<file path="config.mk">
export PLATFORM = sky130hd
export DESIGN_NAME = strip_occupancy_writeback
export DESIGN_NICKNAME = d
export VERILOG_FILES = /design/src/rtl/strip_occupancy_writeback.sv
export SDC_FILE = /design/constraint.sdc
export NUM_CORES = 1
export LEC_CHECK = 0
export ABC_AREA = 1
export ABC_CLOCK_PERIOD_IN_PS = 6420
export CELL_PAD_IN_SITES_DETAIL_PLACEMENT = 0
export CELL_PAD_IN_SITES_GLOBAL_PLACEMENT = 1
export CORE_ASPECT_RATIO = 0.6
export CORE_MARGIN = 5
export CORE_UTILIZATION = 42
export DETAILED_ROUTE_END_ITERATION = 10
export GPL_ROUTABILITY_DRIVEN = 0
export PLACE_DENSITY_LB_ADDON = 0.3
export SYNTH_ARGS = -nofsm -noshare
export SYNTH_HDL_FRONTEND = slang
export SYNTH_SLANG_ARGS = --single-unit
</file>
<file path="constraint.sdc">
create_clock -name clk -period 6.42 [get_ports clk]
set_input_delay 1.284 -clock clk [delete_from_list [all_inputs] [get_ports clk]]
set_output_delay 1.284 -clock clk [all_outputs]
set_load 0.005 [all_outputs]
</file>
<file path="src/rtl/strip_occupancy_writeback.sv">
// Placement writeback stage: commits accepted placements to the per-strip occupancy table,
// serves three bypassed read ports, and runs a table clear sweep. Optional macro: STRIP_STATS_EN.
module strip_occupancy_writeback #(
    parameter int NUM_STRIPS  = 16,
    parameter int STRIP_WIDTH = 128,
    parameter int CNT_W       = 16
) (
    input  logic             clk,
    input  logic             rst,
    input  logic             in_valid,
    input  logic [3:0]       min_occupied_strip_id,
    input  logic [7:0]       min_occupied_strip_width,
    input  logic             strike_flag,
    input  logic [7:0]       new_occupied_strip_width,
    input  logic             clear_req,
    input  logic [3:0]       rd_id_1,
    input  logic [3:0]       rd_id_2,
    input  logic [3:0]       rd_id_3,
    output logic [7:0]       rd_width_1,
    output logic [7:0]       rd_width_2,
    output logic [7:0]       rd_width_3,
    output logic             place_valid,
    output logic             place_strike,
    output logic [3:0]       place_strip_id,
    output logic [7:0]       place_x,
    output logic             busy,
    output logic [CNT_W-1:0] placed_count,
    output logic [CNT_W-1:0] strike_count
);

    typedef enum logic {RUN, CLEAR} state_t;

    localparam logic [4:0] NS        = NUM_STRIPS[4:0];
    localparam logic [8:0] SW        = STRIP_WIDTH[8:0];
    localparam logic [7:0] FULL      = STRIP_WIDTH[7:0];
    localparam logic [3:0] LAST_PTR  = 4'(NUM_STRIPS - 1);

    state_t     state_q, state_d;
    logic [3:0] ptr_q, ptr_d;
    logic       busy_q, busy_d;
    logic       place_valid_q, place_valid_d;
    logic       place_strike_q, place_strike_d;
    logic [3:0] place_strip_id_q, place_strip_id_d;
    logic [7:0] place_x_q, place_x_d;
    logic [7:0] table_q [NUM_STRIPS];
    logic [7:0] table_d [NUM_STRIPS];
    logic       take;
    logic       acc;

    always_comb begin
        take = in_valid && (state_q == RUN) && !clear_req;
        acc  = take && !strike_flag
               && ({1'b0, min_occupied_strip_id} < NS)
               && ({1'b0, new_occupied_strip_width} <= SW)
               && (new_occupied_strip_width >= min_occupied_strip_width);
    end

    always_comb begin
        state_d          = state_q;
        ptr_d            = ptr_q;
        busy_d           = busy_q;
        table_d          = table_q;
        place_valid_d    = take;
        place_strike_d   = place_strike_q;
        place_strip_id_d = place_strip_id_q;
        place_x_d        = place_x_q;
        if (take) begin
            place_strike_d   = ~acc;
            place_strip_id_d = min_occupied_strip_id;
            place_x_d        = min_occupied_strip_width;
        end
        if (acc) begin
            table_d[min_occupied_strip_id] = new_occupied_strip_width;
        end
        case (state_q)
            RUN: begin
                if (clear_req) begin
                    state_d = CLEAR;
                    ptr_d   = '0;
                    busy_d  = 1'b1;
                end
            end
            CLEAR: begin
                table_d[ptr_q] = '0;
                ptr_d          = ptr_q + 4'd1;
                if (ptr_q == LAST_PTR) begin
                    state_d = RUN;
                    busy_d  = 1'b0;
                end
            end
            default: begin
                state_d = RUN;
                busy_d  = 1'b0;
            end
        endcase
    end

    always_ff @(posedge clk or posedge rst) begin
        if (rst) begin
            state_q          <= RUN;
            ptr_q            <= '0;
            busy_q           <= 1'b0;
            place_valid_q    <= 1'b0;
            place_strike_q   <= 1'b0;
            place_strip_id_q <= '0;
            place_x_q        <= '0;
            for (int i = 0; i < NUM_STRIPS; i++) begin
                table_q[i] <= '0;
            end
        end else begin
            state_q          <= state_d;
            ptr_q            <= ptr_d;
            busy_q           <= busy_d;
            place_valid_q    <= place_valid_d;
            place_strike_q   <= place_strike_d;
            place_strip_id_q <= place_strip_id_d;
            place_x_q        <= place_x_d;
            table_q          <= table_d;
        end
    end

    // Out-of-range ids read as full; an accepting write to the same id is forwarded.
    function automatic logic [7:0] read_entry(input logic [3:0] rid, input logic [7:0] entry);
        if ({1'b0, rid} >= NS) begin
            return FULL;
        end else if (acc && (rid == min_occupied_strip_id)) begin
            return new_occupied_strip_width;
        end else begin
            return entry;
        end
    endfunction

    assign rd_width_1     = read_entry(rd_id_1, table_q[rd_id_1]);
    assign rd_width_2     = read_entry(rd_id_2, table_q[rd_id_2]);
    assign rd_width_3     = read_entry(rd_id_3, table_q[rd_id_3]);
    assign place_valid    = place_valid_q;
    assign place_strike   = place_strike_q;
    assign place_strip_id = place_strip_id_q;
    assign place_x        = place_x_q;
    assign busy           = busy_q;

`ifdef STRIP_STATS_EN
    logic [CNT_W-1:0] placed_count_q, placed_count_d;
    logic [CNT_W-1:0] strike_count_q, strike_count_d;

    always_comb begin
        placed_count_d = placed_count_q;
        strike_count_d = strike_count_q;
        if (acc && (placed_count_q != '1)) begin
            placed_count_d = placed_count_q + CNT_W'(1);
        end
        if (take && !acc && (strike_count_q != '1)) begin
            strike_count_d = strike_count_q + CNT_W'(1);
        end
    end

    always_ff @(posedge clk or posedge rst) begin
        if (rst) begin
            placed_count_q <= '0;
            strike_count_q <= '0;
        end else begin
            placed_count_q <= placed_count_d;
            strike_count_q <= strike_count_d;
        end
    end

    assign placed_count = placed_count_q;
    assign strike_count = strike_count_q;
`else
    assign placed_count = '0;
    assign strike_count = '0;
`endif

endmodule

</file>
==> impl_metrics.csv <==
group,metric,value,unit
synth,synth.top_cell.area_share,0.2949,
outcome,status,"finished clean",
pwr,combPwrFrac,0.321,
worst_setup_path,path_cells,"clkdlybuf4s50_1, inv_1, nand2_1, nand3_1, nor3_2, nand3_2, nand2_1, nand2_1, clkdlybuf4s50_1",
global_route,grt_overflow,0,
clock_tree,post_cts_buffers,0,
floorplanning,io_pins,108,
pwr,switching_power,0.001149,W
sta,hold_slack,0.4840,ns
synth,ys.warnings.count,0,
global_route,grt_start_max_net_pins,78,
global_route,grt_util_met3,0.1112,
worst_setup_path,worst-r2r-setup-slack,3.59,ns
worst_setup_path,cp.required,5.14,ns
worst_setup_path,crit_start,"min_occupied_strip_id[1]",
clock_tree,clk_pin_slew_worst_paths,0.06,ns
synth,synthCells,2063,
global_route,grt_usage,0.2958,
clock_tree,clk_latency,0.45,ns
floorplanning,die_h,143.9,um
layout,layout.nets,2105,
synth,yosysMostFrequentCell,"nand2_1",
pwr,power.density,216.4,mW/mm^2
floorplanning,die_area,0.03357,mm^2
worst_setup_path,cp_slowest_cell,"nor3_2",
worst_setup_path,worstSetupEndpointType,"output port",
run,cap_violations,0,
sta,setup_viol,0,
layout,n_antenna_cell,0,
synth,synth_flop_cell,"dfrtp_1",
global_route,grt_first_pass_wirelength,74710,um
worst_setup_path,worst-setup-path-type,"primary input to output port",
drt,routed_wl,49790,um
sta,period_needed,5.493,ns
layout,areaGrowthSynthToFinish,10.88,%
pwr,power_frac_seq,0.354,
synth,yosys-top-cells-count,"nand2_1 (543), inv_1 (312), nand3_1 (282), nor2_1 (276), dfrtp_1 (148)",
worst_setup_path,cp-endpoint,"rd_width_1[4]",
pwr,p_leak,7.846,nW
synth,synth_enable_flop_cells,0,
floorplanning,start_util,0.4223,
clock_tree,cts_tree,"yes",
worst_setup_path,rr_startpoint,"state_q$_DFF_PP0_",
floorplanning,rows,49,
synth,synth-seq-cells,148,
worst_setup_path,start_kind,"primary input",
synth,ys_seq_area_frac,0.2949,
synth,ys_types,27,
pwr,swShare,0.3811,
sta,finalHoldViolations,0,
sta,finalMaxSlewViolations,0,
worst_setup_path,ff2ff_path_depth,11,
clock_tree,cts.sinks,148,
sta,max_freq,0.1820,GHz
synth,syn_avg_cell_area,6.087,um^2
synth,synthesis.area,0.01256,mm^2
drt,via_per_inst,5.507,
worst_setup_path,crit_arrival,4.21,ns
layout,final_layout_size_suffix_gt1_frac,0.04495,
clock_tree,cts_buffers,17,
sta,setup_tns,0,ns
worst_setup_path,max_stage_delay,0.73,ns
worst_hold_path,worstHoldPathType,"flop to flop",
place,port_buffers,75,
clock_tree,cts-root-buf,"clkbuf_16",
sta,relSlewSlack,0.3579,
global_route,use_met1,0.4502,
synth,async_flop_share,1.000,
drt,num_vias,13640,
global_route,use_met2,0.3860,
drt,wl_per_cell,20.10,um
floorplanning,core_area,0.02973,mm^2
pwr,peakVddDrop,0.0002119,V
drt,drc,0,
sta,post-route-period-util,0.8556,
worst_setup_path,crit_path_frequent_cell,"nand2_1",
worst_setup_path,worstPathMaxFanout,9,
clock_tree,htree_num_levels,4,
sta,worst_pin_slew,0.9580,ns
pwr,power.share.clock,0.325,
global_route,grt_pass1_vias,11855,
place,hpwl,34450,um
synth,synthTopCellsByArea,"dfrtp_1 (29%), nand2_1 (16%), nand3_1 (11%)",
clock_tree,cts_resized,0,
pwr,p_int,0.001865,W
synth,yosys.area.top_type,"dfrtp_1",
clock_tree,cts_buffer_depth,2,
clock_tree,ctsHoldBuffers,0,
drt,final_antenna_net_count,0,
sta,skew,0.006216,ns
global_route,grt-busiest-layer,"met1",
worst_setup_path,timing.rr.end,"table_q[65]$_DFF_PP0_",
drt,drt_iter0_drc,2011,
sta,rsz0062_at_grt,"no",
global_route,antenna_found_initial,0,
drt,drt_pass1_iterations,8,
floorplanning,chipWidth,233.2,um
-- layout make-up --
class	count	area, um^2
Timing Repair Buffer	107	1006
Fill cell	3132	15810
Tap cell	408	510.5
Clock inverter	12	107.6
Clock buffer	20	446.7
Sequential cell	148	3704
Multi-Input combinational cell	1467	6962
Inverter	315	1187
-- worst min-delay path by stage --
stage / depth (start not counted) / slack (ns) / end / start
floorplan: 2 / 0.47 / busy$_DFFE_PP0P_ / busy$_DFFE_PP0P_
global placement: 2 / 0.47 / busy$_DFFE_PP0P_ / busy$_DFFE_PP0P_
detailed placement: 2 / 0.47 / busy$_DFFE_PP0P_ / busy$_DFFE_PP0P_
CTS: 2 / 0.49 / busy$_DFFE_PP0P_ / busy$_DFFE_PP0P_
global route: 2 / 0.51 / place_x[5]$_DFFE_PP0N_ / place_x[5]$_DFFE_PP0N_
finish: 2 / 0.48 / busy$_DFFE_PP0P_ / busy$_DFFE_PP0P_
-- cells by family (layout without fill, tap and decap cells) --
group                      Yosys count  after routing  synth area share
and+or+nand+nor                   1148           1148            0.3916
buffers and inverters              479            454            0.1610
AOI/OAI and AO/OA                  266            266            0.1339
DFF                                148            148            0.2949
adders and majority gates           12             12           0.01196
xor gates and xnor gates             9              9          0.006278
other                                1             32         0.0002986
-- sequential cells by signal, indices dropped and copies added (netlist names) --
register	count
table_q	128
place_x	8
place_strip_id	4
ptr_q	4
busy	1
place_strike	1
place_valid	1
state_q	1
-- per-layer routing --
metal / wire [um] / vias up
met4: 1039 / 0
met5: 0 / -
li1: - / 6494
met2: 19070 / 791
met3: 6952 / 75
met1: 22730 / 6280
-- worst max-delay path, delay by kind of cell --
kind / cells / cell delay, ns
buf+inv: 3 / 1.32
simple gates: 6 / 1.59
-- through the flow --
stage                     worst slack [ns]  utilization  power (W)  instances  cell area [um^2]
after CTS                            1.078       0.4683   0.003006       2477             13920
after global routing                0.7921       0.4683   0.003161       2477             13920
after floorplan                      1.156            -   0.001627       2094             12670
after detailed placement             1.090       0.4496   0.002020       2445             13370
after global placement               1.143       0.4496   0.002014       2445             13370
final                               0.9269       0.4683   0.003013       2477             13920
-- layout by cell type, fill, tap and decap left out, types with 3 or more instances in the layout --
| master | n |
|---|---|
| inv_1 | 311 |
| xnor2_1 | 3 |
| dfrtp_1 | 148 |
| clkdlybuf4s50_1 | 69 |
| nand4_1 | 25 |
| ha_1 | 12 |
| nor3_2 | 3 |
| nand3_4 | 9 |
| buf_12 | 3 |
| a21oi_1 | 56 |
| nand3_2 | 4 |
| nand3_1 | 282 |
| xor2_1 | 6 |
| nand2_1 | 543 |
| nor2_1 | 276 |
| clkinvlp_4 | 6 |
| clkbuf_16 | 17 |
| o21ai_0 | 70 |
| buf_2 | 3 |
| o211ai_1 | 138 |
| conb_1 | 32 |
| buf_4 | 32 |
| clkinv_2 | 3 |
-- power by group through the flow --
stage | Clock, W | Sequential (W) | Combinational (W)
global route | 0.00104 | 0.00107 | 0.00105
finish | 0.000980 | 0.00107 | 0.000966
global placement | 0 | 0.00108 | 0.000935
floorplan | 0 | 0.00107 | 0.000557
CTS | 0.000998 | 0.00106 | 0.000943
detailed placement | 0 | 0.00108 | 0.000939
Power figures use the tool's default switching activity.
